[config.mk]
export PLATFORM = sky130hd
export DESIGN_NAME = pipe_msg_serializer_flat
export DESIGN_NICKNAME = d
export VERILOG_FILES = /design/src/rtl/pipe_msg_pkg.sv /design/src/rtl/pipe_msg_serializer_if.sv /design/src/rtl/pipe_msg_hold.sv /design/src/rtl/pipe_msg_serializer.sv /design/src/flat_wrapper.sv
export SDC_FILE = /design/constraint.sdc
export NUM_CORES = 1
export LEC_CHECK = 0
export CAP_MARGIN = 20
export CORE_MARGIN = 2
export CORE_UTILIZATION = 50
export CTS_BUF_LIST = sky130_fd_sc_hd__clkbuf_8
export CTS_CLUSTER_DIAMETER = 40
export CTS_CLUSTER_SIZE = 25
export DETAILED_ROUTE_END_ITERATION = 12
export PLACE_DENSITY = 0.81
export SYNTH_ARGS = -nofsm -noshare
export SYNTH_HDL_FRONTEND = slang
export SYNTH_SLANG_ARGS = --single-unit
[constraint.sdc]
create_clock -name clk -period 3.1 [get_ports clk]
set_clock_uncertainty 0.15 [all_clocks]
set_input_delay 0.31 -clock clk [delete_from_list [all_inputs] [get_ports clk]]
set_output_delay 0.31 -clock clk [all_outputs]
set_load 0.01 [all_outputs]
[src/rtl/pipe_msg_pkg.sv]
// Package: pipe_msg_pkg
// Purpose : Shared widths, beat-count helper, message struct and serializer
//           state type for the pipe message stages (M2P, P2M, serializer).
// Contents: DATA_W/HDR_W/PAYLOAD_W/MSG_W constants, nbeats_of() helper,
//           NBEATS/IDX_W derived constants, pipe_msg_t, ser_state_e.
package pipe_msg_pkg;

  localparam int DATA_W    = 32;
  localparam int HDR_W     = 16;
  localparam int PAYLOAD_W = 128;
  localparam int MSG_W     = HDR_W + PAYLOAD_W;

  // One header beat plus one beat per payload word.
  function automatic int nbeats_of(input int data_w, input int payload_w);
    return 1 + payload_w / data_w;
  endfunction

  localparam int NBEATS = nbeats_of(DATA_W, PAYLOAD_W);
  localparam int IDX_W  = $clog2(NBEATS);

  // Packed so that hdr lands in the top HDR_W bits of the MSG_W vector.
  typedef struct packed {
    logic [HDR_W-1:0]     hdr;
    logic [PAYLOAD_W-1:0] payload;
  } pipe_msg_t;

  typedef enum logic [1:0] {
    IDLE = 2'd0,
    HDR  = 2'd1,
    BODY = 2'd2
  } ser_state_e;

endpackage

[src/rtl/pipe_msg_serializer_if.sv]
// Interface: pipe_msg_serializer_if
// Purpose  : Bundles the message-enqueue side and the beat side of the
//            serializer.
// Signals  : enq_ena/enq_v/enq_rdy - message offer, data, acceptance
//            beat_ena/beat_v/beat_last/beat_rdy - beat transfer handshake
//            msg_count - messages fully sent (8-bit, wraps)
// Modports : master (producer/consumer environment), slave (serializer)
interface pipe_msg_serializer_if;
  import pipe_msg_pkg::*;

  logic              enq_ena;
  pipe_msg_t         enq_v;
  logic              enq_rdy;
  logic              beat_ena;
  logic [DATA_W-1:0] beat_v;
  logic              beat_last;
  logic              beat_rdy;
  logic [7:0]        msg_count;

  modport master (
    output enq_ena, enq_v, beat_rdy,
    input  enq_rdy, beat_ena, beat_v, beat_last, msg_count
  );

  modport slave (
    input  enq_ena, enq_v, beat_rdy,
    output enq_rdy, beat_ena, beat_v, beat_last, msg_count
  );

endinterface

[src/rtl/pipe_msg_hold.sv]
// Module : pipe_msg_hold
// Purpose: One-entry message register with a valid flag. Used as the
//          serializer's working register and, optionally, as its skid entry.
// Ports  : clk, rst (sync, active-high)
//          load  - capture din and set valid (wins over clear)
//          clear - drop valid
//          din/dout - message in/out, valid - entry occupied
module pipe_msg_hold
  import pipe_msg_pkg::*;
(
  input  logic      clk,
  input  logic      rst,
  input  logic      load,
  input  logic      clear,
  input  pipe_msg_t din,
  output pipe_msg_t dout,
  output logic      valid
);

  // Load has priority so a retiring entry can be refilled on the same edge.
  always_ff @(posedge clk) begin
    if (rst) begin
      dout  <= '0;
      valid <= 1'b0;
    end else if (load) begin
      dout  <= din;
      valid <= 1'b1;
    end else if (clear) begin
      valid <= 1'b0;
    end
  end

endmodule

[src/rtl/pipe_msg_serializer.sv]
// Module : pipe_msg_serializer
// Purpose: Splits 144-bit pipe messages {hdr, payload} into 32-bit beats:
//          a length-tagged header beat {hdr, zeros, NBEATS} followed by the
//          payload words, most significant word first.
// Ports  : clk  - rising-edge clock
//          rst  - synchronous reset, active-high
//          bus  - pipe_msg_serializer_if.slave (enq handshake, beat
//                 handshake, msg_count)
// Config : define PIPE_MSG_SERIALIZER_SKID_EN to add a one-entry skid
//          register so back-to-back messages stream with no idle cycle.
module pipe_msg_serializer
  import pipe_msg_pkg::*;
(
  input logic                  clk,
  input logic                  rst,
  pipe_msg_serializer_if.slave bus
);

  ser_state_e           state;
  logic [IDX_W-1:0]     beat_idx;
  logic [7:0]           msg_count;
  pipe_msg_t            work_msg;
  pipe_msg_t            work_din;
  logic                 work_valid;
  logic                 work_load;
  logic                 live;
  logic                 xfer;
  logic                 last_xfer;
  logic                 accept;
  logic [DATA_W-1:0]    beat_data;
  logic [PAYLOAD_W-1:0] payload_shift;

  // Everything is forced quiet while reset is held, so a message cut off
  // by reset never leaks a beat.
  assign live      = !rst && work_valid && (state != IDLE);
  assign xfer      = live && bus.beat_rdy;
  assign last_xfer = xfer && (state == BODY) && (beat_idx == IDX_W'(NBEATS - 1));
  assign accept    = bus.enq_ena && bus.enq_rdy;

`ifdef PIPE_MSG_SERIALIZER_SKID_EN
  pipe_msg_t skid_msg;
  logic      skid_valid;
  logic      skid_load;
  logic      skid_clear;

  // A message arriving mid-drain is parked; on the last beat the parked
  // message (or one arriving on that very cycle) becomes the working one.
  assign bus.enq_rdy = !rst && !skid_valid;
  assign skid_load   = accept && (state != IDLE) && !last_xfer;
  assign skid_clear  = last_xfer && skid_valid;
  assign work_load   = (accept && ((state == IDLE) || last_xfer)) || skid_clear;
  assign work_din    = skid_valid ? skid_msg : bus.enq_v;

  pipe_msg_hold u_skid (
    .clk   (clk),
    .rst   (rst),
    .load  (skid_load),
    .clear (skid_clear),
    .din   (bus.enq_v),
    .dout  (skid_msg),
    .valid (skid_valid)
  );
`else
  assign bus.enq_rdy = !rst && (state == IDLE);
  assign work_load   = accept;
  assign work_din    = bus.enq_v;
`endif

  pipe_msg_hold u_work (
    .clk   (clk),
    .rst   (rst),
    .load  (work_load),
    .clear (last_xfer),
    .din   (work_din),
    .dout  (work_msg),
    .valid (work_valid)
  );

  // Sequencing: a capture restarts at the header beat; each transfer
  // advances one beat; the last body beat retires the message.
  always_ff @(posedge clk) begin
    if (rst) begin
      state     <= IDLE;
      beat_idx  <= '0;
      msg_count <= '0;
    end else begin
      if (work_load) begin
        state    <= HDR;
        beat_idx <= '0;
      end else if (xfer) begin
        if (state == HDR) begin
          state    <= BODY;
          beat_idx <= IDX_W'(1);
        end else if (last_xfer) begin
          state    <= IDLE;
          beat_idx <= '0;
        end else begin
          beat_idx <= beat_idx + 1'b1;
        end
      end
      if (last_xfer) begin
        msg_count <= msg_count + 8'd1;
      end
    end
  end

  // Beat data comes straight from registered state, so it stays stable
  // across stall cycles. Body beat k takes payload word k-1 from the top.
  always_comb begin
    beat_data     = '0;
    payload_shift = '0;
    if (live) begin
      if (state == HDR) begin
        beat_data = {work_msg.hdr, {(DATA_W - HDR_W - 8){1'b0}}, 8'(NBEATS)};
      end else begin
        payload_shift = work_msg.payload << (DATA_W * (int'(beat_idx) - 1));
        beat_data     = payload_shift[PAYLOAD_W-1 -: DATA_W];
      end
    end
  end

  assign bus.beat_ena  = xfer;
  assign bus.beat_v    = beat_data;
  assign bus.beat_last = live && (state == BODY) && (beat_idx == IDX_W'(NBEATS - 1));
  assign bus.msg_count = msg_count;

endmodule
[src/flat_wrapper.sv]
// flat-port wrapper written by rule: the top's interface ports become plain ports
module pipe_msg_serializer_flat import pipe_msg_pkg::*;
  (clk, rst, bus_enq_ena, bus_enq_v, bus_beat_rdy, bus_enq_rdy, bus_beat_ena, bus_beat_v, bus_beat_last, bus_msg_count);
  pipe_msg_serializer_if bus_i ();
  input logic clk;
  input logic rst;
  input wire logic [$bits(bus_i.enq_ena)-1:0] bus_enq_ena;
  input wire logic [$bits(bus_i.enq_v)-1:0] bus_enq_v;
  input wire logic [$bits(bus_i.beat_rdy)-1:0] bus_beat_rdy;
  output wire logic [$bits(bus_i.enq_rdy)-1:0] bus_enq_rdy;
  output wire logic [$bits(bus_i.beat_ena)-1:0] bus_beat_ena;
  output wire logic [$bits(bus_i.beat_v)-1:0] bus_beat_v;
  output wire logic [$bits(bus_i.beat_last)-1:0] bus_beat_last;
  output wire logic [$bits(bus_i.msg_count)-1:0] bus_msg_count;
  assign bus_i.enq_ena = bus_enq_ena;
  assign bus_i.enq_v = bus_enq_v;
  assign bus_i.beat_rdy = bus_beat_rdy;
  assign bus_enq_rdy = bus_i.enq_rdy;
  assign bus_beat_ena = bus_i.beat_ena;
  assign bus_beat_v = bus_i.beat_v;
  assign bus_beat_last = bus_i.beat_last;
  assign bus_msg_count = bus_i.msg_count;
  pipe_msg_serializer u_core (.clk(clk), .rst(rst), .bus(bus_i));
endmodule
==> results of run 1 <==
==> sequential cells by signal, summed over array words and instances (netlist names) <==
| name | cells |
|---|---|
| u_core.bus.msg_count | 8 |
| u_core.u_work.valid | 1 |
| u_core.state | 2 |
| u_core.u_work.dout | 144 |
| u_core.beat_idx | 3 |
==> through the flow <==
step                util [%]  cell area [um2]
floorplan                  -             7380
CTS                     67.0             9710
global route            67.8             9820
global placement        64.1             9270
finish                  67.8             9820
detailed placement      64.1             9270
==> layout make-up <==
type	instances	share of cell area (%)
tap	184	2.34
inverter	3	0.140
clock inverter	12	1.45
timing repair buffer	210	22.2
sequential	158	32.3
clock buffer	20	2.80
multi-input combinational	700	38.8
==> synthesized netlist by cell type (all sizes together), types with 3 or more instances <==
cell type	count	area (um2)
nand2	216	811
nand4	3	18.8
mux2i	6	60.1
xnor2	6	52.6
a21oi	38	190
a221oi	9	116
nand2b	147	920
buf	39	287
nor3	16	80.1
ha	4	50.1
a32o	16	160
nor2b	3	18.8
nand3	8	40.0
mux2	5	56.3
clkbuf	40	156
nor2	22	82.6
dfxtp	158	3160
o21ai	171	856
o211ai	18	135
==> layout by cell type (no fill, tap or decap), types with 8 or more instances in the layout <==
master,instances
nand2_1,216
clkdlybuf4s50_1,178
dfxtp_1,156
nand2b_1,147
o21ai_0,138
a21oi_1,38
o21ai_1,31
nor2_1,22
clkbuf_8,20
o211ai_1,18
a32o_1,16
nor3_1,13
buf_4,12
dlymetal6s2s_1,10
nand3_1,8
==> per-layer routing <==
layer	global-route usage, %	vias to the layer above
met4	9.22	0
met5	0	-
met1	32.1	3116
li1	-	3451
met2	43.9	273
met3	7.96	33
==> power breakdown <==
| group | switching, mW | leakage (nW) | total, mW | internal [mW] |
|---|---|---|---|---|
| combinational | 0.217 | 1.98 | 0.513 | 0.296 |
| clock | 0.751 | 0.215 | 1.60 | 0.851 |
| sequential | 0.0940 | 1.30 | 2.27 | 2.17 |
| total | 1.06 | 3.49 | 4.38 | 3.32 |
==> how the worst max path moves through the flow <==
stage,startpoint,end,slack [ns]
floorplan,u_core.beat_idx[0],bus_beat_v[1],0.69
global placement,u_core.beat_idx[0],bus_beat_v[16],0.31
detailed placement,u_core.beat_idx[0],bus_beat_v[16],0.30
CTS,u_core.beat_idx[0],bus_beat_v[8],-0.004
global route,u_core.beat_idx[1],bus_beat_v[28],-0.005
finish,u_core.beat_idx[1],bus_beat_v[28],0.10
==> worst max-delay path: cells and delay by family (launching register included) <==
kind / cells / cell delay [ns]
buffers and inverters: 3 / 0.80
DFF: 1 / 0.39
and+or+nand+nor: 1 / 0.23
AOI/OAI and AO/OA: 1 / 0.20
xor gates and xnor gates: 1 / 0.24
adders and majority gates: 1 / 0.23
==> kinds of logic after synthesis <==
group,share of synthesized area (%)
simple gates,27.8
buf+inv,6.16
fa+ha+maj,0.678
mux,1.58
flops,42.9
compound gates,20.0
xor+xnor,0.950
==> what timing repair did <==
action,in CTS,in global routing
gates resized for setup,9,21
setup buffers,0,2
setup endpoints to repair,32,31
cloned,0,1
pin swaps,0,1
==> out/qor.txt, run 1 <==
area of the multi-input gates -> 3810 um2
commonest register cell after synthesis -> dfxtp_1
cell count after placement -> 1252
die extent in y -> 125 um
Worst Path Required -> 2.64 ns
max incr delay on CP -> 0.54 ns
Lkg Pwr -> 3.49 nW
Post-DP HPWL -> 14.3 mm
nets@finish -> 1242
Tot GR Track Use -> 26.3%
initial antenna violation count -> 1
die width -> 125 um
Routed Antenna Nets -> 0
Critical Path Sink Type -> output port
worst vdd ir -> 284 uV
post-place setup slack -> 0.297 ns
synthesized flop and latch total -> 158
M1 wire length -> 8.41 mm
metal3 WL -> 1.87 mm
launch point of the worst hold path -> rst
Core Area -> 14500 um2
H-Tree Depth -> 4
final cell count without fillers -> 1287
syn_nets -> 1092
Max-Cap Viols -> 0
number of placement rows -> 44
top layer in use -> met4
Yosys cell types -> 38
Vias -> 6873
Starting Density -> 51.0%
DRT Wirelength -> 21.1 mm
data arrival time of the worst path -> 2.54 ns
Rel. slew slack -> 56.5%
Initial DRT Pass Iterations -> 6
final setup vio count -> 0
share of layout cells above drive strength 1 -> 6.98%
antenna cell count -> 0
Power Density -> 447 nW/um2
Max Freq -> 333 MHz
Root Driver -> clkbuf_8
WL per Instance -> 16.4 um
DIE AREA -> 15700 um2
cts hold-fix bufs -> 0
Filler cells -> 1202
DR iter-0 viols -> 675
setup ws final -> 0.100 ns
Mapped Avg Cell Area -> 7.85 um2
CP Launch Type -> register
boundary pin count -> 191
Hold Slack -> 0.0555 ns
CTS tree -> built
Synth Cell Area -> 7380 um2
Inserted Clock Buffers -> 17
asr flop ratio synth -> 0%
post-synthesis sequential area ratio -> 42.9%
worst r2r path cells -> 6
R2R Path Start -> u_core.state[1]
# DRC -> 0
Min Clock Period, post-route -> 3.00 ns
Placer Congestion -> 0.864
first-pass GRT wire length -> 33.3 mm
met2 WL -> 10.3 mm
status -> complete, no violations
hold endpoint -> u_core.u_work.valid
HP Class -> in -> reg
final worst-path cycle share -> 96.8%
Vias/cell -> 5.34
highest-delay cell along the critical path -> clkdlybuf4s50_1
vias in the first global route -> 6539
Post-Synthesis Cells -> 940
Skew-Pair Late Insertion Delay -> 0.45 ns
Port Buffer Count -> 190
Reg-to-Reg End -> u_core.u_work.dout[57]
Final Hold Viols -> 0
total clock sinks -> 158
Final Max Tran Viols -> 0
total power -> 4.38 mW
maximum clock path buffer count -> 2
reg2reg setup slack -> 1.05 ns
Sequential Area -> 3170 um2
Yosys warnings -> 0
EDFF count, synth -> 0
critical path, cell by cell -> inv_1 > ha_1 > xnor2_2 > and3_4 > buf_8 > a32o_1 > clkdlybuf4s50_1
crit path max fanout -> 16
hold depth -> 4
Crit Path Category -> reg -> out
global route overflow -> 0
clock transition at the registers of the reported paths -> 0.08 ns
pin count of the biggest net entering global routing -> 108
TNS Setup -> 0 ns
area delta synth->final -> 33.1%
Slew @ Worst Pin -> 0.652 ns
Note: power is estimated with default switching activity, not from simulation.
==> run 2: changes to the inputs <==
Settings changed: PLACE_DENSITY 0.81 to 0.82.
==> out/qor.txt, run 2 (same netlist as run 1, synthesis figures left out) <==
number of placement rows -> 44
Max Freq -> 333 MHz
net switching power -> 1.10 mW
global route overflow -> 0
Inserted Clock Buffers -> 17
status -> complete, no violations
DRT Wirelength -> 20.8 mm
H-Tree Depth -> 4
launch point of the worst hold path -> rst
R2R Path Start -> u_core.state[1]
CP Launch Type -> register
DR iter-0 viols -> 634
Int Power -> 3.35 mW
die width -> 125 um
Crit Path Category -> reg -> out
Root Driver -> clkbuf_8
die extent in y -> 125 um
maximum clock path buffer count -> 2
Core Area -> 14500 um2
Vias -> 6828
Routed Antenna Nets -> 0
vias in the first global route -> 6457
max reg flops -> 144
post-place setup slack -> 0.298 ns
Clock power frac -> 37.8%
HP Class -> in -> reg
Hold Slack -> 0.0733 ns
Critical Path Sink Type -> output port
Biggest register -> u_core.u_work.dout
Min Clock Period, post-route -> 3.00 ns
DIE AREA -> 15700 um2
worst r2r path cells -> 4
Skew-Pair Late Insertion Delay -> 0.45 ns
sequential share of power -> 50.9%
Initial DRT Pass Iterations -> 5
Final Max Tran Viols -> 0
antenna cell count -> 0
clock transition at the registers of the reported paths -> 0.08 ns
Max-Cap Viols -> 0
critical path, cell by cell -> inv_1 > ha_1 > xnor2_2 > and3_4 > buf_4 > a32o_1 > clkdlybuf4s50_1
area delta synth->final -> 32.0%
setup ws final -> 0.0976 ns
combinational share of power -> 11.3%
Reg-to-Reg End -> u_core.u_work.dout[56]
reg2reg setup slack -> 1.10 ns
crit path max fanout -> 8
Starting Density -> 51.0%
CTS tree -> built
most frequent cells in the layout -> nand2_1, clkdlybuf4s50_1, dfxtp_1
cell count after placement -> 1247
max incr delay on CP -> 0.53 ns
WL per Instance -> 16.2 um
CP top delay family -> buffers and inverters
Placer Congestion -> 0.884
Final Hold Viols -> 0
first-pass GRT wire length -> 33.0 mm
final setup vio count -> 0
share of layout cells above drive strength 1 -> 6.20%
TNS Setup -> 0 ns
Post-DP HPWL -> 13.9 mm
pin count of the biggest net entering global routing -> 148
hold endpoint -> u_core.u_work.valid
Port Buffer Count -> 190
hold depth -> 4
Buf/Inv on CP -> 3
Worst Path Required -> 2.64 ns
largest registers -> u_core.u_work.dout x144, u_core.bus.msg_count x8, u_core.beat_idx x3
Tot GR Track Use -> 26.1%
# DRC -> 0
Slew @ Worst Pin -> 0.729 ns
highest-delay cell along the critical path -> clkdlybuf4s50_1
final cell count without fillers -> 1281
worst vdd ir -> 294 uV
Lkg Pwr -> 3.37 nW
Power Density -> 457 nW/um2
boundary pin count -> 191
final worst-path cycle share -> 96.9%
Rel. slew slack -> 51.4%
initial antenna violation count -> 0
switching part of the total -> 24.6%
data arrival time of the worst path -> 2.54 ns
most common cell after layout, fill and taps aside -> nand2_1
nets@finish -> 1236
total clock sinks -> 158
Vias/cell -> 5.33
## run 2: repair_timing
item	CTS	global route
buffers inserted	0	1
endpoints found under the setup margin	32	30
gates cloned	0	1
resized for setup	9	14
pin swaps	0	1
hold buffers	0	0
## run 2: metrics by stage
step | instance area [um2] | util (%) | total power [mW]
4_1_cts | 9690 | 66.9 | 4.47
6_report | 9740 | 67.3 | 4.45
3_3_place_gp | 9220 | 63.7 | 2.80
2_1_floorplan | 7380 | - | 2.55
3_5_place_dp | 9220 | 63.7 | 2.81
5_1_grt | 9740 | 67.3 | 4.64
## run 2: cell type report
cell class	count	area (um2)
fillers	1212	4740
multi-input cells	700	3790
flip-flops and latches	158	3170
repair buffers	204	2090
clock buffers	21	289
well taps	184	230
clock inverters	11	155
inverters	3	13.8
## run 2: how the worst max path moves through the flow
| stage | slack [ns] | start | depth (start not counted) | endpoint |
|---|---|---|---|---|
| after floorplan | 0.69 | u_core.beat_idx[0] | 7 | bus_beat_v[1] |
| after global routing | -0.01 | u_core.beat_idx[1] | 7 | bus_beat_v[1] |
| after global placement | 0.33 | u_core.beat_idx[0] | 4 | bus_beat_v[21] |
| after CTS | 0.01 | u_core.beat_idx[0] | 7 | bus_beat_v[10] |
| final | 0.1 | u_core.beat_idx[1] | 7 | bus_beat_v[31] |
| after detailed placement | 0.30 | u_core.beat_idx[0] | 7 | bus_beat_v[16] |
## run 2: metal layers
layer  routed length (um)  GRT usage (%)  share of wire, %
met1                 8630           32.7                41
met2                10200           43.4                49
met3                 1640           7.62               7.9
met4                  359           8.04               1.7
met5                    0              0                 0
## run 2: power groups by stage
stage | Combinational, mW | Clock, mW | Sequential, mW
final | 0.502 | 1.68 | 2.26
after global routing | 0.558 | 1.80 | 2.28
after CTS | 0.504 | 1.71 | 2.26
after detailed placement | 0.499 | 0 | 2.31
after global placement | 0.493 | 0 | 2.31
after floorplan | 0.271 | 0 | 2.28
## run 2: worst min-delay path: stages
cell and delay (ns):
buf_4 0.10, nor2b_1 0.08, o21ai_0 0.09, nand2b_1 0.05
==> run 3: changes to the inputs <==
Settings changed: SETUP_SLACK_MARGIN set to 0.2, SLEW_MARGIN set to 20.
==> out/qor.txt, run 3 (same netlist as run 1, synthesis figures left out) <==
global route overflow -> 0
Min Clock Period, post-route -> 2.81 ns
Initial DRT Pass Iterations -> 5
Critical Path Sink Type -> output port
Worst Path Required -> 2.64 ns
area delta synth->final -> 32.9%
final setup vio count -> 0
Final Hold Viols -> 0
initial antenna violation count -> 0
critical path, cell by cell -> clkinv_4 > ha_1 > xnor2_2 > buf_4 > nand3_1 > buf_4 > nor3_1 > dlygate4sd2_1
fin area -> 9810 um2
Slew @ Worst Pin -> 0.764 ns
worst vdd ir -> 298 uV
number of placement rows -> 44
unrepaired setup endpoints after global routing -> yes
switching part of the total -> 24.7%
Clock power frac -> 37.8%
DR iter-0 viols -> 462
Filler cells -> 1210
status -> complete, no violations
most common cell after layout, fill and taps aside -> nand2_1
reg2reg setup slack -> 1.12 ns
Final Max Tran Viols -> 0
launch point of the worst hold path -> rst
Hold Slack -> 0.0771 ns
antenna cell count -> 0
Vias/cell -> 5.36
Inserted Clock Buffers -> 17
Root Driver -> clkbuf_8
most used cell, CP -> buf_4
final cell count without fillers -> 1284
combinational share of power -> 11.4%
max incr delay on CP -> 0.38 ns
DIE AREA -> 15700 um2
Power Density -> 454 nW/um2
Routed Antenna Nets -> 0
Lkg Pwr -> 3.60 nW
Max Freq -> 356 MHz
H-Tree Depth -> 4
maximum clock path buffer count -> 2
Crit Path Category -> reg -> out
DRT Wirelength -> 21.3 mm
CTS tree -> built
Skew-Pair Late Insertion Delay -> 0.45 ns
final worst-path cycle share -> 90.6%
data arrival time of the worst path -> 2.35 ns
HP Class -> in -> reg
most frequent cells in the layout -> nand2_1, clkdlybuf4s50_1, dfxtp_1
Tot GR Track Use -> 26.5%
CP top delay family -> buffers and inverters
Max-Cap Viols -> 0
die width -> 125 um
R2R Path Start -> u_core.state[1]
cts hold-fix bufs -> 0
hold endpoint -> u_core.u_work.valid
largest registers -> u_core.u_work.dout x144, u_core.bus.msg_count x8, u_core.beat_idx x3
clock transition at the registers of the reported paths -> 0.08 ns
first-pass GRT wire length -> 33.4 mm
Reg-to-Reg End -> u_core.u_work.dout[56]
Core Area -> 14500 um2
Vias -> 6887
WL per Instance -> 16.6 um
Post-DP HPWL -> 13.9 mm
hold depth -> 4
Rel. slew slack -> 49.0%
cell count after placement -> 1247
Biggest register -> u_core.u_work.dout
# DRC -> 0
sequential share of power -> 50.9%
boundary pin count -> 191
Int Power -> 3.36 mW
Starting Density -> 51.0%
die extent in y -> 125 um
Buf/Inv on CP -> 4
highest-delay cell along the critical path -> dfxtp_4
Placer Congestion -> 0.884
Placed Area -> 9220 um2
net switching power -> 1.10 mW
nets@finish -> 1239
crit path max fanout -> 14
pin count of the biggest net entering global routing -> 148
total clock sinks -> 158
share of layout cells above drive strength 1 -> 6.73%
vias in the first global route -> 6476
Port Buffer Count -> 190
max reg flops -> 144
TNS Setup -> 0 ns
CP Launch Type -> register
worst r2r path cells -> 4
## run 3: per-stage QoR
| stage | util [%] | setup WS, ns | total power, mW |
|---|---|---|---|
| after detailed placement | 63.7 | 0.298 | 2.81 |
| after global routing | 67.7 | 0.180 | 4.64 |
| after CTS | 67.2 | 0.0871 | 4.47 |
| final | 67.7 | 0.292 | 4.45 |
| after global placement | 63.7 | 0.329 | 2.80 |
| after floorplan | - | 0.688 | 2.55 |
## run 3: worst max-delay path by stage
stage / startpoint / end / slack, ns / cells past startpoint
after floorplan: u_core.beat_idx[0] / bus_beat_v[1] / 0.69 / 7
after global placement: u_core.beat_idx[0] / bus_beat_v[21] / 0.33 / 4
after detailed placement: u_core.beat_idx[0] / bus_beat_v[16] / 0.30 / 7
after CTS: u_core.beat_idx[2] / bus_beat_v[18] / 0.09 / 6
after global routing: u_core.beat_idx[0] / bus_beat_v[10] / 0.18 / 8
final: u_core.beat_idx[0] / bus_beat_v[10] / 0.29 / 8
## run 3: power groups by stage
stage	Clock, mW	Sequential [mW]	Combinational, mW
after detailed placement	0	2.31	0.499
after floorplan	0	2.28	0.271
after global routing	1.80	2.28	0.561
final	1.68	2.27	0.506
after global placement	0	2.31	0.493
after CTS	1.71	2.26	0.505
## run 3: what timing repair did
item	CTS	global route
cloned	2	1
hold endpoints to repair	0	0
setup endpoints to repair	32	12
setup buffers	0	2
pin swaps	0	1
resized for setup	40	15
## run 3: tightest hold or removal path, stage by stage
cell,delay (ns)
buf_4,0.10
nor2b_1,0.08
o21ai_0,0.09
nand2b_1,0.05
## run 3: cell type report
cell class,count,area (um2),share of cell area (%)
clock buffers,21,289,2.95
repair buffers,207,2150,21.9
multi-input cells,700,3800,38.7
clock inverters,11,155,1.58
inverters,3,16.3,0.166
flip-flops and latches,158,3170,32.3
well taps,184,230,2.35
## run 3: layer usage
layer | global-route usage [%] | share of wire (%) | routed length (um)
met1 | 33.1 | 41 | 8790
met4 | 6.73 | 1.3 | 284
met2 | 45.2 | 49 | 10500
met3 | 7.53 | 8.1 | 1720
met5 | 0 | 0 | 0
